--- src/rtl/matrix_keypad_scanner.sv ---
// 4x4 active-low matrix keypad scanner with frame-based debounce, ghost rejection
// and a one-hot press pulse for the lowest newly pressed key.
module matrix_keypad_scanner #(
   parameter int SCAN_DIV        = 50000,
   parameter int DEBOUNCE_FRAMES = 5
) (
   input  logic        clk,
   input  logic        rst_n,
   output logic [3:0]  row,
   input  logic [3:0]  col,
   output logic [15:0] key_pulse,
   output logic [15:0] key_state
);

   localparam int              DIV_W    = (SCAN_DIV > 1) ? $clog2(SCAN_DIV) : 1;
   localparam logic [DIV_W-1:0] DIV_LAST = DIV_W'(SCAN_DIV - 1);
   localparam logic [DIV_W-1:0] DIV_ONE  = DIV_W'(1);
   localparam logic [3:0]      DEB_MAX  = 4'(DEBOUNCE_FRAMES);

   // Number of keys seen in a frame; more than two may be phantom keys.
   function automatic logic [4:0] popcount16(input logic [15:0] v);
      logic [4:0] sum;
      sum = 5'd0;
      for (int i = 0; i < 16; i++) begin
         sum = sum + {4'd0, v[i]};
      end
      return sum;
   endfunction

   // Isolates the lowest set bit so the pulse is always one-hot.
   function automatic logic [15:0] lowest_set(input logic [15:0] v);
      return v & (~v + 16'd1);
   endfunction

   logic [3:0]       col_meta_q, col_meta_d;
   logic [3:0]       col_s_q, col_s_d;
   logic [DIV_W-1:0] div_cnt_q, div_cnt_d;
   logic [1:0]       row_idx_q, row_idx_d;
   logic [3:0]       row_q, row_d;
   logic [15:0]      raw_q, raw_d;
   logic [15:0]      last_frame_q, last_frame_d;
   logic [3:0]       match_cnt_q, match_cnt_d;
   logic [15:0]      key_state_q, key_state_d;
   logic [15:0]      key_pulse_q, key_pulse_d;

   logic             sample_s;
   logic             frame_end_s;
   logic [15:0]      frame_s;
   logic             frame_valid_s;
   logic             commit_s;

   // Scan timing, sampling, debounce and commit decisions.
   always_comb begin
      col_meta_d = col;
      col_s_d    = col_meta_q;

      sample_s    = (div_cnt_q == DIV_LAST);
      frame_end_s = sample_s && (row_idx_q == 2'd3);

      if (sample_s) begin
         div_cnt_d = {DIV_W{1'b0}};
         row_idx_d = row_idx_q + 2'd1;
      end else begin
         div_cnt_d = div_cnt_q + DIV_ONE;
         row_idx_d = row_idx_q;
      end
      row_d = ~(4'b0001 << row_idx_d);

      raw_d = raw_q;
      if (sample_s) begin
         case (row_idx_q)
            2'd0:    raw_d[3:0]   = ~col_s_q;
            2'd1:    raw_d[7:4]   = ~col_s_q;
            2'd2:    raw_d[11:8]  = ~col_s_q;
            2'd3:    raw_d[15:12] = ~col_s_q;
            default: raw_d        = raw_q;
         endcase
      end else begin
         raw_d = raw_q;
      end

      // Row 3 is still being sampled at frame end, so take it straight from the synchronizer.
      frame_s       = {~col_s_q, raw_q[11:0]};
      frame_valid_s = (popcount16(frame_s) <= 5'd2);

      match_cnt_d  = match_cnt_q;
      last_frame_d = last_frame_q;
      if (frame_end_s) begin
         if (frame_valid_s && (frame_s == last_frame_q)) begin
            match_cnt_d = (match_cnt_q < DEB_MAX) ? (match_cnt_q + 4'd1) : DEB_MAX;
         end else begin
            match_cnt_d = frame_valid_s ? 4'd1 : 4'd0;
         end
         last_frame_d = frame_s;
      end else begin
         match_cnt_d  = match_cnt_q;
         last_frame_d = last_frame_q;
      end

      commit_s = frame_end_s && frame_valid_s && (match_cnt_d >= DEB_MAX) &&
                 (frame_s != key_state_q);

      if (commit_s) begin
         key_state_d = frame_s;
         key_pulse_d = lowest_set(frame_s & ~key_state_q);
      end else begin
         key_state_d = key_state_q;
         key_pulse_d = 16'h0000;
      end
   end

   // State registers; everything clears asynchronously on reset.
   always_ff @(posedge clk or negedge rst_n) begin
      if (!rst_n) begin
         col_meta_q   <= 4'h0;
         col_s_q      <= 4'h0;
         div_cnt_q    <= {DIV_W{1'b0}};
         row_idx_q    <= 2'd0;
         row_q        <= 4'b1110;
         raw_q        <= 16'h0000;
         last_frame_q <= 16'h0000;
         match_cnt_q  <= 4'd0;
         key_state_q  <= 16'h0000;
         key_pulse_q  <= 16'h0000;
      end else begin
         col_meta_q   <= col_meta_d;
         col_s_q      <= col_s_d;
         div_cnt_q    <= div_cnt_d;
         row_idx_q    <= row_idx_d;
         row_q        <= row_d;
         raw_q        <= raw_d;
         last_frame_q <= last_frame_d;
         match_cnt_q  <= match_cnt_d;
         key_state_q  <= key_state_d;
         key_pulse_q  <= key_pulse_d;
      end
   end

   assign row       = row_q;
   assign key_state = key_state_q;
   assign key_pulse = key_pulse_q;

endmodule

--- config.mk ---
export PLATFORM = sky130hd
export DESIGN_NAME = matrix_keypad_scanner
export DESIGN_NICKNAME = d
export VERILOG_FILES = /design/src/rtl/matrix_keypad_scanner.sv
export SDC_FILE = /design/constraint.sdc
export NUM_CORES = 1
export LEC_CHECK = 0
export BUFFER_PORTS_ARGS = -buffer_cell sky130_fd_sc_hd__buf_2
export CAP_MARGIN = 20
export CORE_MARGIN = 3
export CORE_UTILIZATION = 50
export DETAILED_ROUTE_END_ITERATION = 12
export PLACE_DENSITY = 0.8
export SKIP_CTS_REPAIR_TIMING = 1
export SLEW_MARGIN = 30
export SYNTH_ARGS = -nofsm -noshare
export SYNTH_HDL_FRONTEND = slang
export SYNTH_SLANG_ARGS = --single-unit
--- constraint.sdc ---
create_clock -name clk -period 10.8 [get_ports clk]
set_clock_uncertainty 0.05 [all_clocks]
set_input_delay 1.08 -clock clk [delete_from_list [all_inputs] [get_ports clk]]
set_output_delay 1.08 -clock clk [all_outputs]
set_load 0.02 [all_outputs]
* After elaboration in Yosys (flattened, before gate mapping) *
Cells that the tools add are included.

operators by class
  shift-type cells = 1
  mux-type cells = 7
  add/sub/neg operators = 19
  div/mod/pow operators = 0
  equal/unequal tests = 6
  bitwise logic cells = 6
  reductions and logical operators = 9
  $mul = 0
  magnitude comparators = 3

operators with widths
  cell                                                                count
  adder 5 x 1 -> 5 bit                                                11
  adder 16 x 1 -> 16 bit (second input constant)                      2
  AND 16 bit                                                          2
  two-way mux 16 bit                                                  2
  NOT 16 bit                                                          2
  equality test 16 bit                                                1
  equality test 16 bit (second input constant)                        1
  != test 16 bit                                                      1
  two-way mux 4 bit                                                   3
  NOT 4 bit                                                           2
  AND reduction 2 bit                                                 3
  adder 4 x 1 -> 5 bit                                                1
  less-or-equal comparator 5 x 2 -> 1 bit (second input constant)     1
  logical AND 1 bit                                                   5
  adder 3 x 1 -> 4 bit                                                1
  adder 4 x 1 -> 4 bit (second input constant)                        1
  equality test 2 bit (second input constant)                         2
  greater-or-equal comparator 4 x 3 -> 1 bit (second input constant)  1
  < comparator 4 x 3 -> 1 bit (second input constant)                 1
  << shifter 1 x 2 -> 4 bit (first input constant)                    1
  adder 2 x 1 -> 3 bit                                                1
  adder 1 x 1 -> 2 bit                                                1
  adder 2 x 1 -> 2 bit (second input constant)                        1
  equality test 2 x 1 -> 1 bit (second input constant)                1
  other kinds (3)                                                     3

storage, ports and cells
  RAM bits = 0
  bits in latches = 0
  memories = 0
  bits of input ports = 6
  output and inout bits = 36
  logic and storage cells = 63
  register bits = 94
  memory bits (read-only) = 0

* Logic depth before layout (Yosys ltp) *
Gate-level depths: netlist (run 1).

  depth in word-level cells = 23
  depth in mapped cells = 18
  depth with buffers taken out = 17

* Worst setup path before layout (run 1) *
No wires, ideal clock.

  path type = register -> register
  start point = register raw_q[0]
  end point = register key_state_q[0], in the netlist key_state[0]
  clock period less this slack = 4.838 ns
  setup slack = 5.962 ns
  required time = 10.622 ns
  stages on the path, launching flop included = 18
  path buffers = 0
  setup time = 0.128 ns
  arrival time = 4.660 ns
  cell sequence = dfrtp_1 -> fa_1 -> inv_1 -> fa_1 -> inv_1 -> fa_1 -> inv_1 -> fa_1 -> inv_1 -> ha_1 -> inv_1 -> fa_1 -> a211o_1 -> a21oi_1 -> a31oi_2 -> a211oi_4 -> o21ai_2 -> mux2_1

between the ends
  word-level cells in the longest chain between the ends = 22
  elaborated cells on any way between the ends = 26
  those cells by class = add/sub: 15; order compare: 2; eq/ne: 2; mux: 3; reduce/logical: 4

ends and longest elaborated chain
  what                                                           RTL line  text
  start: declaration                                             40        logic [15:0] raw_q, raw_d;
  start signal: assignment                                       131       raw_q <= raw_d;
  adder 1 x 1 -> 2 bit                                           25        sum = sum + {4'd0, v[i]};
  adder 2 x 1 -> 3 bit                                           25
  adder 3 x 1 -> 4 bit                                           25
  adder 4 x 1 -> 5 bit                                           25
  adder 5 x 1 -> 5 bit (11 in series)                            25
  less-or-equal comparator 5 x 2 -> 1 bit                        84        frame_valid_s = (popcount16(frame_s) <= 5'd2);
  two-way mux 1 bit / logical AND 1 bit (equally long branches)  92, 89
  two-way mux 4 bit                                              89        if (frame_valid_s && (frame_s == last_frame_q)) begin
  two-way mux 4 bit                                              88        if (frame_end_s) begin
  greater-or-equal comparator 4 x 3 -> 1 bit                     100       commit_s = frame_end_s && frame_valid_s && (match_cnt_d >= DEB_MAX) &&
  logical AND 1 bit (2 in series)                                100
  end signal: assignment                                         134       key_state_q <= key_state_d;
  end: declaration                                               43        logic [15:0] key_state_q, key_state_d;

Parallel ways exist; a longest one is shown, timed or not.
A chain may end at the register's enable or synchronous reset.

* Final worst setup path (run 1) *
  start point = register raw_q[0]
  end point = register key_pulse_q[15], in the netlist key_pulse[15]

between the ends
  word-level cells in the longest chain between the ends = 23
  elaborated cells on any way between the ends = 31
  those cells by class = add/sub: 16; order compare: 2; eq/ne: 2; mux: 4; bitwise: 3; reduce/logical: 4

ends and longest elaborated chain
  what                                                           RTL line  text
  adder 1 x 1 -> 2 bit                                           25
  adder 2 x 1 -> 3 bit                                           25
  adder 3 x 1 -> 4 bit                                           25
  adder 4 x 1 -> 5 bit                                           25
  adder 5 x 1 -> 5 bit (11 in series)                            25
  less-or-equal comparator 5 x 2 -> 1 bit                        84
  two-way mux 1 bit / logical AND 1 bit (equally long branches)  92, 89
  two-way mux 4 bit                                              89
  two-way mux 4 bit                                              88
  greater-or-equal comparator 4 x 3 -> 1 bit                     100
  logical AND 1 bit (2 in series)                                100
  two-way mux 16 bit (*)                                         103       if (commit_s) begin
  via key_pulse_d[15]                                            44        logic [15:0] key_pulse_q, key_pulse_d;
  end signal: assignment                                         135       key_pulse_q <= key_pulse_d;
  end: declaration                                               44

Mark *: on every way through the listed nets, which the timed path passes. The rest lies on a longest branch.

==> metrics.md, run 1 <==
| Metric | Value |
|---|---|
| Nets | 511 |
| Netlist cell types | 49 |
| Worst Path Max Fanout | 16 |
| DR WL/cell | 15.15 µm |
| Post-synth EDFFs | 0 |
| Antenna diodes | 0 |
| Top cells by count, synth | dfrtp_1, nand2_1, inv_1, ha_1, nor2_1 |
| Unrepaired setup endpoints after global routing | no |
| Num CTS Buffers | 9 |
| Layout Cells excl Fill | 580 |
| Seq/Total Area, Yosys | 50.58% |
| Hold slack | 306.8 ps |
| Row cnt | 34 |
| GPL Wtd Cong | 0.9123 |
| Synth async-reset ratio | 100.0% |
| # DRC | 0 |
| Area delta synth->final | 10.61% |
| Crit. End Element | flip-flop |
| Fillers | 723 |
| Initial antenna violation count | 0 |
| Slew margin rel. | 39.84% |
| Post-route ant nets | 0 |
| TritonCTS clock tree | done |
| Hold crit path type | reg2reg |
| Final Hold Vio Count | 0 |
| Detailed Routing Iterations Pass 1 | 4 |
| Core area | 0.008891 mm² |
| WP data required | 11,000 ps |
| Root buf cell | clkbuf_8 |
| Ports | 42 |
| H-tree levels | 3 |
| Via count | 3,074 |
| Synth top area share | 48.89% |
| Clock Tree Buf Depth | 2 |
| Buffers on Ports | 41 |
| Mapped Cells | 425 |
| CTS clk-pin slew, worst paths | 100 ps |
| Die width | 102.5 µm |
| Synth Cell Area | 0.004658 mm² |
| Fraction of layout cells with a size suffix above 1 | 18.43% |
| Fmax | 0.1838 GHz |
| Status | finished clean |
| Final period util | 50.37% |
| Most frequent cell after synthesis | dfrtp_1 |
| Leading area contributor after synthesis | dfrtp_1 |
| FF+latch count, synth | 94 |
| Crit start category | flip-flop |
| Clock Sinks | 94 |
| Via density per instance | 5.300 |
| Setup Viol. Count Final | 0 |
| Number of instances in the placed design | 564 |
| Avg Synthesized Cell Area | 10.96 µm² |
| Worst-Skew Late Latency | 370 ps |
| Pins over their slew limit | 0 |
| Power per cell area | 117.0 mW/mm² |
| Post-layout min period | 5440 ps |
| Global route overflow | 0 |
| Post-DP HPWL | 6536 µm |
| Dominant cells by area after synthesis | dfrtp_1, ha_1, nand2_1 |
| Initial core utilization | 52.39% |
| Crit path DAT | 5640 ps |
| Sum Neg Setup Slack | 0 ps |
| Crit path kind | reg2reg |
| Leak | 2.560 nW |
| Syn Nets | 469 |
| Ys flop type | dfrtp_1 |
| Total Power | 0.6028 mW |
| Largest net degree at the start of global routing | 56 |
| Max-Cap Viols | 0 |
| DRT iter0 DRCs | 141 |
| Slew @ Worst Pin | 902.2 ps |
| Max IR drop VDD | 0.06289 mV |
| Tot GR Track Use | 18.49% |
| Vert. Die Dim | 102.5 µm |
| DRT Wirelength | 8789 µm |
| First-pass GRT wire length | 15,000 µm |
| Number of global-route vias before repair | 3,139 |
| Die area | 0.01051 mm² |
| Ys Warns | 0 |
[cells in the final DEF (no fill, tap or decap), types with 2 or more instances in the layout]
| cell type | instances |
|---|---|
| nand2_1 | 56 |
| xor2_1 | 9 |
| nor3_1 | 3 |
| dfstp_2 | 3 |
| nor3_2 | 9 |
| o21ai_0 | 17 |
| ha_1 | 28 |
| mux2i_1 | 11 |
| dfrtp_1 | 91 |
| nor2b_1 | 2 |
| buf_2 | 40 |
| nand3_1 | 9 |
| a21oi_1 | 9 |
| nor2_1 | 24 |
| o21ai_2 | 2 |
| nand3b_1 | 4 |
| buf_4 | 2 |
| clkbuf_8 | 10 |
| mux2_1 | 6 |
| nor4b_2 | 3 |
| fa_1 | 10 |
| xnor2_1 | 20 |
| nand4bb_1 | 2 |
| inv_1 | 50 |
| inv_6 | 3 |
| or3_1 | 2 |
| and3_1 | 9 |
| nor4_1 | 2 |
| nand4_1 | 10 |
[registers in the layout (all words and copies together) (netlist names)]
| name | cells |
|---|---|
| row | 4 |
| last_frame_q | 16 |
| key_state | 16 |
| key_pulse | 16 |
| col_s_q | 4 |
| row_idx_q | 2 |
| col_meta_q | 4 |
| div_cnt_q | 16 |
| match_cnt_q | 4 |
| raw_q | 12 |
[report_power, final]
part           internal (mW)  total, mW  switching [mW]
clock                 0.0937      0.224           0.130
combinational        0.00729     0.0232          0.0159
sequential             0.353      0.356         0.00237
total                  0.454      0.603           0.149
[cells by family (layout without fill, tap and decap cells)]
family	after synthesis	count (layout)	synth area share (%)
AO/OA/AOI/OAI	36	36	4.889
flip-flops	94	94	50.58
multiplexers	18	18	4.056
buffers and inverters	62	109	5.318
AND/OR/NAND/NOR	148	148	17.89
XOR/XNOR	29	29	5.453
adder cells (fa/ha/maj)	38	38	11.82
[cell type report]
class	instances	area (µm²)	area share, %
sequential	94	2356	45.73
multi-input combinational	269	2067	40.12
timing repair buffer	42	215.2	4.177
inverter	51	191.4	3.715
clock buffer	10	137.6	2.671
tap	108	135.1	2.623
clock inverter	6	50.05	0.9713
[per-stage QoR]
step	utilization [%]	setup slack [ps]	instance area (µm²)
2_1_floorplan	-	5962	4658
3_3_place_gp	55.70	5490	4952
3_5_place_dp	55.76	5325	4957
4_1_cts	57.87	5319	5145
5_1_grt	57.95	5023	5152
6_report	57.95	5360	5152
[critical path, cell delays in order, from the launching register on]
cell and delay (ps):
dfrtp_1 460, fa_1 570, inv_1 60, fa_1 510, inv_1 60, fa_1 510, inv_1 50, fa_1 420
inv_1 60, ha_1 150, inv_1 60, fa_1 390, a211o_1 270, a21oi_1 450, a31oi_1 270, a211oi_4 290
o21ai_2 300, nor4_1 400
[metal layers]
layer	part of all wire [%]	GRT usage (%)
met1	44	23.79
met4	2.0	7.064
met5	0	0
met3	4.2	4.127
met2	50	30.64
[path summary, 6_finish.rpt]
kind,from,end,slack [ps],cells after the start
min,col_meta_q[2]$_DFF_PN0_,col_s_q[2]$_DFF_PN0_,310,0
min in group asynchronous,rst_n,key_pulse[12]$_DFF_PN0_,610,1
min reg2reg,col_meta_q[2]$_DFF_PN0_,col_s_q[2]$_DFF_PN0_,310,0
max reg2reg,raw_q[0]$_DFFE_PN0P_,key_pulse[15]$_DFF_PN0_,5360,17
max in group asynchronous,rst_n,last_frame_q[10]$_DFFE_PN0P_,9020,2
max,raw_q[0]$_DFFE_PN0P_,key_pulse[15]$_DFF_PN0_,5360,17
No activity file was read; power rests on OpenSTA's default activity.
==> inputs of run 2 (changes only) <==
==> constraint.sdc (replaced) <==
create_clock -name clk -period 5.4 [get_ports clk]
set_clock_uncertainty 0.05 [all_clocks]
set_input_delay 0.54 -clock clk [delete_from_list [all_inputs] [get_ports clk]]
set_output_delay 0.54 -clock clk [all_outputs]
set_load 0.02 [all_outputs]
==> run 2 against run 1 <==
  * Sequential share of layout area shrank 0.97 points
  * Design area rose by 2.2%
  * Wire length up 6.3%
  * Largest power group unchanged
==> metrics.md, run 2 (synthesis results as in run 1) <==
| Metric | Value |
|---|---|
| Core area | 0.008891 mm² (unchanged) |
| Antenna diodes | 0 (unchanged) |
| Global route overflow | 0 (unchanged) |
| Row cnt | 34 (unchanged) |
| CTS clk-pin slew, worst paths | 100 ps (about the same) |
| Net Sw Power | 0.2944 mW (+98%) |
| Unrepaired setup endpoints after global routing | no |
| H-tree levels | 3 (unchanged) |
| Hold crit path type | in2async |
| Num CTS Buffers | 9 (unchanged) |
| CP Cell Sequence | fa_1 -> inv_1 -> fa_1 -> inv_1 -> fa_1 -> inv_1 -> fa_1 -> inv_1 -> ha_1 -> inv_1 -> fa_1 -> o221ai_1 -> a21oi_1 -> buf_4 -> a31oi_1 -> a211oi_4 -> o21ai_4 -> buf_4 -> mux2i_1 |
| Comb power frac | 4.7% (+0.9 points) |
| Global routing's busiest layer | met2 |
| Buffers on Ports | 41 (unchanged) |
| DRT Wirelength | 9339 µm (+6.3%) |
| Fmax | 0.1971 GHz (+7.2%) |
| Crit. End Element | flip-flop |
| Slew @ Worst Pin | 747.3 ps (-154.9 ps) |
| Worst Path Max Fanout | 13 (-3) |
| Post-layout min period | 5074 ps (-365.9 ps) |
| Met2 usage | 33.57% (+2.9 points) |
| Post-route ant nets | 0 (unchanged) |
| Area delta synth->final | 13.00% |
| Die area | 0.01051 mm² (unchanged) |
| Post-DP HPWL | 6882 µm (+5.3%) |
| Global-route track usage on met3 | 3.654% (-0.47 points) |
| Slew margin rel. | 50.18% (+10 points) |
| Worst-Skew Late Latency | 370 ps (about the same) |
| Largest net degree at the start of global routing | 49 (-13%) |
| GPL Wtd Cong | 0.8786 (-3.7%) |
| Via count | 3,131 (+1.9%) |
| Commonest non-fill, non-tap cell in the layout | dfrtp_1 |
| Crit path kind | reg2reg |
| Nets | 525 (+2.7%) |
| Final core occ | 59.20% (+1.3 points) |
| Power per cell area | 235.2 mW/mm² (+100%) |
| Clock Sinks | 94 (unchanged) |
| Vert. Die Dim | 102.5 µm (unchanged) |
| Switching Fraction | 23.77% (-0.89 points) |
| CP startpoint | raw_q[0]$_DFFE_PN0P_ |
| Clock Tree Buf Depth | 2 (unchanged) |
| GR Layer Usage met1 | 25.31% (+1.5 points) |
| Fraction of layout cells with a size suffix above 1 | 20.37% (+1.9 points) |
| Sum Neg Setup Slack | 0 ps (unchanged) |
| Die width | 102.5 µm (unchanged) |
| Most frequent cells in the layout | dfrtp_1, nand2_1, inv_1, buf_2, ha_1 |
| R2R Path Start | raw_q[0]$_DFFE_PN0P_ |
| First-pass GRT wire length | 15,970 µm (+6.4%) |
| Pins over their slew limit | 0 (unchanged) |
| Max-Cap Viols | 0 (unchanged) |
| DRT iter0 DRCs | 145 (+2.8%) |
| Critical path's slowest cell | fa_1 |
| WP data required | 5640 ps (-5360 ps) |
| Detailed Routing Iterations Pass 1 | 6 (+2) |
| Final period util | 93.97% (+44 points) |
| Via density per instance | 5.271 (-0.55%) |
| Setup Viol. Count Final | 0 (unchanged) |
| Pint | 0.9438 mW (+110%) |
| Leak | 2.632 nW (+2.8%) |
| Root buf cell | clkbuf_8 |
| Initial core utilization | 52.39% (unchanged) |
| Seq pwr share | 57.2% (-1.8 points) |
| Initial antenna violation count | 0 (unchanged) |
| Status | finished clean |
| Tot GR Track Use | 19.96% (+1.5 points) |
| Final Hold Vio Count | 0 (unchanged) |
| Crit path largest cell delay | 540 ps (-30 ps) |
| Number of global-route vias before repair | 3,282 (+4.6%) |
| Crit start category | flip-flop |
| # DRC | 0 (unchanged) |
| Ports | 42 (unchanged) |
| Crit path DAT | 5320 ps (-320 ps) |
| Max IR drop VDD | 0.1590 mV (+150%) |
| TritonCTS clock tree | done |
| Clock share of power | 38.2% (+1.0 points) |
| DR WL/cell | 15.72 µm (+3.8%) |
## run 2: cell count changes in the layout (fill, tap and decap cells not counted)
cell / change
clkbuf_8: -1
nand3_1: +1
buf_4: +14
inv_6: -3
nand3_2: -1
clkinv_4: +2
bufinv_16: +1
clkbuf_1: +1
## run 2: worst max-delay path, delay by kind of cell, from the launching register on
| kind | cells | cell delay [ps] |
|---|---|---|
| fa+ha+maj | 6 | 2610 |
| compound gates | 5 | 1060 |
| buf+inv | 7 | 680 |
| flops | 1 | 410 |
| mux | 1 | 180 |
## run 2: metrics by stage
stage	cells	power (mW)	setup slack, ps	hold WS [ps]	area, µm²
floorplan	425	0.7478	562.3	194.4	4658
global placement	578	0.7757	282.8	284.8	5057
detailed placement	578	0.7789	147.2	291.6	5057
CTS	594	1.249	78.42	124.8	5256
global route	594	1.286	72.29	140.8	5264
finish	594	1.238	325.6	104.0	5264
## run 2: power groups by stage
stage | Sequential (mW) | Combinational (mW) | Clock [mW]
after floorplan | 0.723 | 0.0245 | 0
after global placement | 0.722 | 0.0538 | 0
after detailed placement | 0.722 | 0.0568 | 0
after CTS | 0.708 | 0.0587 | 0.482
after global routing | 0.709 | 0.0669 | 0.511
final | 0.708 | 0.0576 | 0.472
## run 2: metal layers
metal,vias up,routed length (µm)
met5,-,0
met4,0,259
met3,24,372
met2,73,4573
met1,1522,4134
li1,1512,-
## run 2: final cells by class
type                       instances  area [µm²]
fill                             720        3627
sequential                        94        2356
multi-input combinational        269        2062
timing repair buffer              56       320.3
inverter                          51       191.4
tap                              108       135.1
clock buffer                      10       127.6
clock inverter                     6       71.32
## run 2: worst paths after layout
| kind | endpoint | slack [ps] | cells after the start |
|---|---|---|---|
| worst max-delay path | key_state[5]$_DFFE_PN0P_ | 330 | 19 |
| worst min-delay path | key_pulse[12]$_DFF_PN0_ | 100 | 1 |
| worst max register to register | key_state[5]$_DFFE_PN0P_ | 330 | 19 |
| worst min register to register | col_s_q[2]$_DFF_PN0_ | 310 | 0 |
| max in group asynchronous | key_state[12]$_DFFE_PN0P_ | 4130 | 2 |
| min in group clk | col_meta_q[2]$_DFF_PN0_ | 220 | 1 |
==> inputs of run 3 (changes only) <==
--- a/config.mk
+++ b/config.mk
@@ -5,6 +5,7 @@
 export SDC_FILE = /design/constraint.sdc
 export NUM_CORES = 1
 export LEC_CHECK = 0
+export ABC_AREA = 1
 export BUFFER_PORTS_ARGS = -buffer_cell sky130_fd_sc_hd__buf_2
 export CAP_MARGIN = 20
 export CORE_MARGIN = 3
==> run 3 against run 2 <==
  * Combinational power shrank 9.9%
  * Via count grew 21%
  * Global-route usage shrank 1.1 points
  * Non-clock buffer count shrank 12
  * Power shrank 1.4%
  * Sequential share of layout area shrank 1.6 points
  * Critical path type unchanged
  * Largest cell class unchanged
  * Largest power group unchanged
==> metrics.md, run 3 <==
| Metric | Value |
|---|---|
| Status | finished clean |
| Most frequent cells in the layout | nand2_1, inv_1, dfrtp_1, nor2_1, buf_2 |
| Post-layout min period | 5050 ps (-24.13 ps) |
| Seq/Total Area, Yosys | 47.82% (-2.8 points) |
| Crit path kind | reg2reg |
| Clock Tree Buf Depth | 2 (unchanged) |
| Crit start category | flip-flop |
| Antenna diodes | 0 (unchanged) |
| Initial core utilization | 52.33% (-0.060 points) |
| Critical path's slowest cell | fa_1 |
| Die area | 0.01108 mm² (+5.4%) |
| TritonCTS clock tree | done |
| # DRC | 0 (unchanged) |
| Post-route ant nets | 0 (unchanged) |
| First-pass GRT wire length | 17,280 µm (+8.3%) |
| GPL Wtd Cong | 0.9733 (+11%) |
| Core area | 0.009415 mm² (+5.9%) |
| Slew margin rel. | 53.10% (+2.9 points) |
| Most frequent cell after synthesis | nand2_1 |
| Synth Cell Area | 0.004927 mm² (+5.8%) |
| DRT Wirelength | 9404 µm (+0.70%) |
| H-tree levels | 3 (unchanged) |
| Avg Synthesized Cell Area | 8.394 µm² (-23%) |
| Hold crit path type | in2async |
| Worst Path Max Fanout | 30 (+17) |
| Vert. Die Dim | 105.3 µm (+2.7%) |
| Final period util | 93.52% (-0.45 points) |
| Unrepaired setup endpoints after global routing | no |
| Critical Path Stages | 22 (+3) |
| Crit path DAT | 5250 ps (-70 ps) |
| Commonest non-fill, non-tap cell in the layout | nand2_1 |
| Reg2Reg Depth | 22 (+3) |
| Buffers on Ports | 41 (unchanged) |
| Clock Sinks | 94 (unchanged) |
| Multi-input gate area | 0.002098 mm² (+1.8%) |
| Number of instances in the placed design | 752 (+30%) |
| Detailed Routing Iterations Pass 1 | 4 (-2) |
| Ports | 42 (unchanged) |
| Sum Neg Setup Slack | 0 ps (unchanged) |
| Syn Nets | 631 (+35%) |
| Largest net degree at the start of global routing | 50 (+2.0%) |
| CTS clk-pin slew, worst paths | 110 ps (about the same) |
| Global route overflow | 0 (unchanged) |
| Leak | 2.850 nW (+8.3%) |
| WP data required | 5600 ps (-40 ps) |
| Fillers | 829 (+15%) |
| DRT iter0 DRCs | 163 (+12%) |
| CP Cell Sequence | fa_1 -> inv_1 -> fa_1 -> inv_1 -> fa_1 -> inv_1 -> fa_1 -> inv_1 -> ha_1 -> inv_1 -> fa_1 -> o211ai_1 -> nor2_1 -> inv_1 -> nor3_1 -> nand2_1 -> nand3_1 -> nand2_2 -> nand2_4 -> nand2_4 -> nand2_1 -> nand2_1 |
| Nets | 678 (+29%) |
| Die width | 105.3 µm (+2.7%) |
| Slew @ Worst Pin | 697.1 ps (-50.19 ps) |
| Via density per instance | 4.919 (-6.7%) |
| Power per cell area | 223.8 mW/mm² (-4.9%) |
| Pins over their slew limit | 0 (unchanged) |
| Netlist cell types | 32 (-35%) |
| Worst R2R Setup Slack | 350 ps (+20 ps) |
| Crit. End Element | flip-flop |
| Number of global-route vias before repair | 3,770 (+15%) |
| Area delta synth->final | 10.74% |
| Crit-path leading delay family | adder cells |
| Ys Warns | 0 (unchanged) |
| Worst-Skew Late Latency | 360 ps (about the same) |
| Mapped Cells | 587 (+38%) |
| Crit path largest cell delay | 570 ps (+30 ps) |
| Row cnt | 35 (+2.9%) |
| Fmax | 0.1980 GHz (+0.48%) |
| FF+latch count, synth | 94 (unchanged) |
| Num CTS Buffers | 9 (unchanged) |
| Layout Cells excl Fill | 768 (+29%) |
| Worst slack, placed | 363.6 ps (+216.4 ps) |
| Fraction of layout cells with a size suffix above 1 | 16.12% (-4.3 points) |
| Max-Cap Viols | 0 (unchanged) |
| Tot GR Track Use | 18.90% (-1.1 points) |
| Synth async-reset ratio | 100.0% (unchanged) |
| Leading area contributor after synthesis | dfrtp_1 |
| Via count | 3,778 (+21%) |
| Max IR drop VDD | 0.1462 mV (-8.1%) |
| Synth top area share | 46.22% (-2.7 points) |
| Dominant cells by area after synthesis | dfrtp_1, nand2_1, inv_1 |
| Ys flop type | dfrtp_1 |
| Post-synth EDFFs | 0 (unchanged) |
| Final worst slack | 349.7 ps (+24.13 ps) |
| Worst path bufs/invs | 6 (-1) |
| Initial antenna violation count | 0 (unchanged) |
| Register area | 0.002356 mm² (unchanged) |
| Root buf cell | clkbuf_8 |
| DR WL/cell | 12.24 µm (-22%) |
| Top cells by count, synth | nand2_1, inv_1, dfrtp_1, nor2_1, o21ai_0 |
| Post-DP HPWL | 7222 µm (+4.9%) |
| Most frequent CP cell | inv_1 |
| Final Hold Vio Count | 0 (unchanged) |
| Setup Viol. Count Final | 0 (unchanged) |
==> run 3: changes by cell type after synthesis, moves of 9 or more <==
cell / delta
nand2_1: +106
nor2_1: +25
inv_1: +48
xnor2_1: -20
o21ai_0: +14
nor3_1: +9
inv_2: +9
nand3_1: +20
nor2_2: +18
mux2i_1: -11
and3_1: -9
==> run 3: worst reg2reg max path, stage by stage, from the launching register on <==
cell,delay (ps)
dfrtp_1,460
fa_1,570
inv_1,50
fa_1,500
inv_1,50
fa_1,500
inv_1,50
fa_1,430
inv_1,70
ha_1,160
inv_1,60
fa_1,480
o211ai_1,100
nor2_1,170
inv_1,140
nor3_1,210
nand2_1,100
nand3_1,100
nand2_2,70
nand2_4,180
nand2_4,260
nand2_1,150
nand2_1,50
==> run 3: area by class of cell <==
cell class / instances / area share [%]
Clock buffer: 10 / 2.522
Clock inverter: 6 / 1.169
Inverter: 109 / 7.498
Multi-Input combinational cell: 376 / 38.45
Sequential cell: 94 / 43.18
Tap cell: 129 / 2.958
Timing Repair Buffer: 44 / 4.219
==> run 3: stage by stage <==
| stage | instance area, µm² | total power [mW] | hold slack, ps | utilization, % |
|---|---|---|---|---|
| floorplan | 4927 | 0.7509 | 194.4 | - |
| global placement | 5255 | 0.7745 | 282.3 | 55.81 |
| detailed placement | 5255 | 0.7765 | 286.5 | 55.81 |
| CTS | 5456 | 1.237 | 121.1 | 57.95 |
| global route | 5456 | 1.276 | 145.2 | 57.95 |
| finish | 5456 | 1.221 | 96.23 | 57.95 |
==> run 3: path summary, 6_finish.rpt <==
path,from,end
max reg2reg,raw_q[0]$_DFFE_PN0P_,key_state[14]$_DFFE_PN0P_
max in group asynchronous,rst_n,last_frame_q[4]$_DFFE_PN0P_
min,rst_n,key_pulse[10]$_DFF_PN0_
min in group clk,col[2],col_meta_q[2]$_DFF_PN0_
min reg2reg,col_meta_q[0]$_DFF_PN0_,col_s_q[0]$_DFF_PN0_
max,raw_q[0]$_DFFE_PN0P_,key_state[14]$_DFFE_PN0P_
==> run 3: report_power, final <==
group	switching [mW]	internal, mW	total [mW]
Sequential	0.00343	0.706	0.710
Clock	0.266	0.193	0.459
Combinational	0.0365	0.0153	0.0519
==> run 3: kinds of logic after synthesis <==
logic type                 Yosys count  synth area share [%]
buffers and inverters              117                 9.599
and+or+nand+nor                    296                 26.59
DFF                                 94                 47.82
AOI/OAI and AO/OA                   38                 4.114
xor gates and xnor gates             4                0.7109
adders and majority gates           38                 11.17
==> run 3: metal layers <==
layer / wire length (µm) / GRT usage, % / vias up
met5: 0 / 0 / -
met4: 239 / 7.029 / 0
met3: 490 / 2.939 / 23
met2: 4432 / 30.42 / 89
met1: 4242 / 25.94 / 1776
li1: - / - / 1890
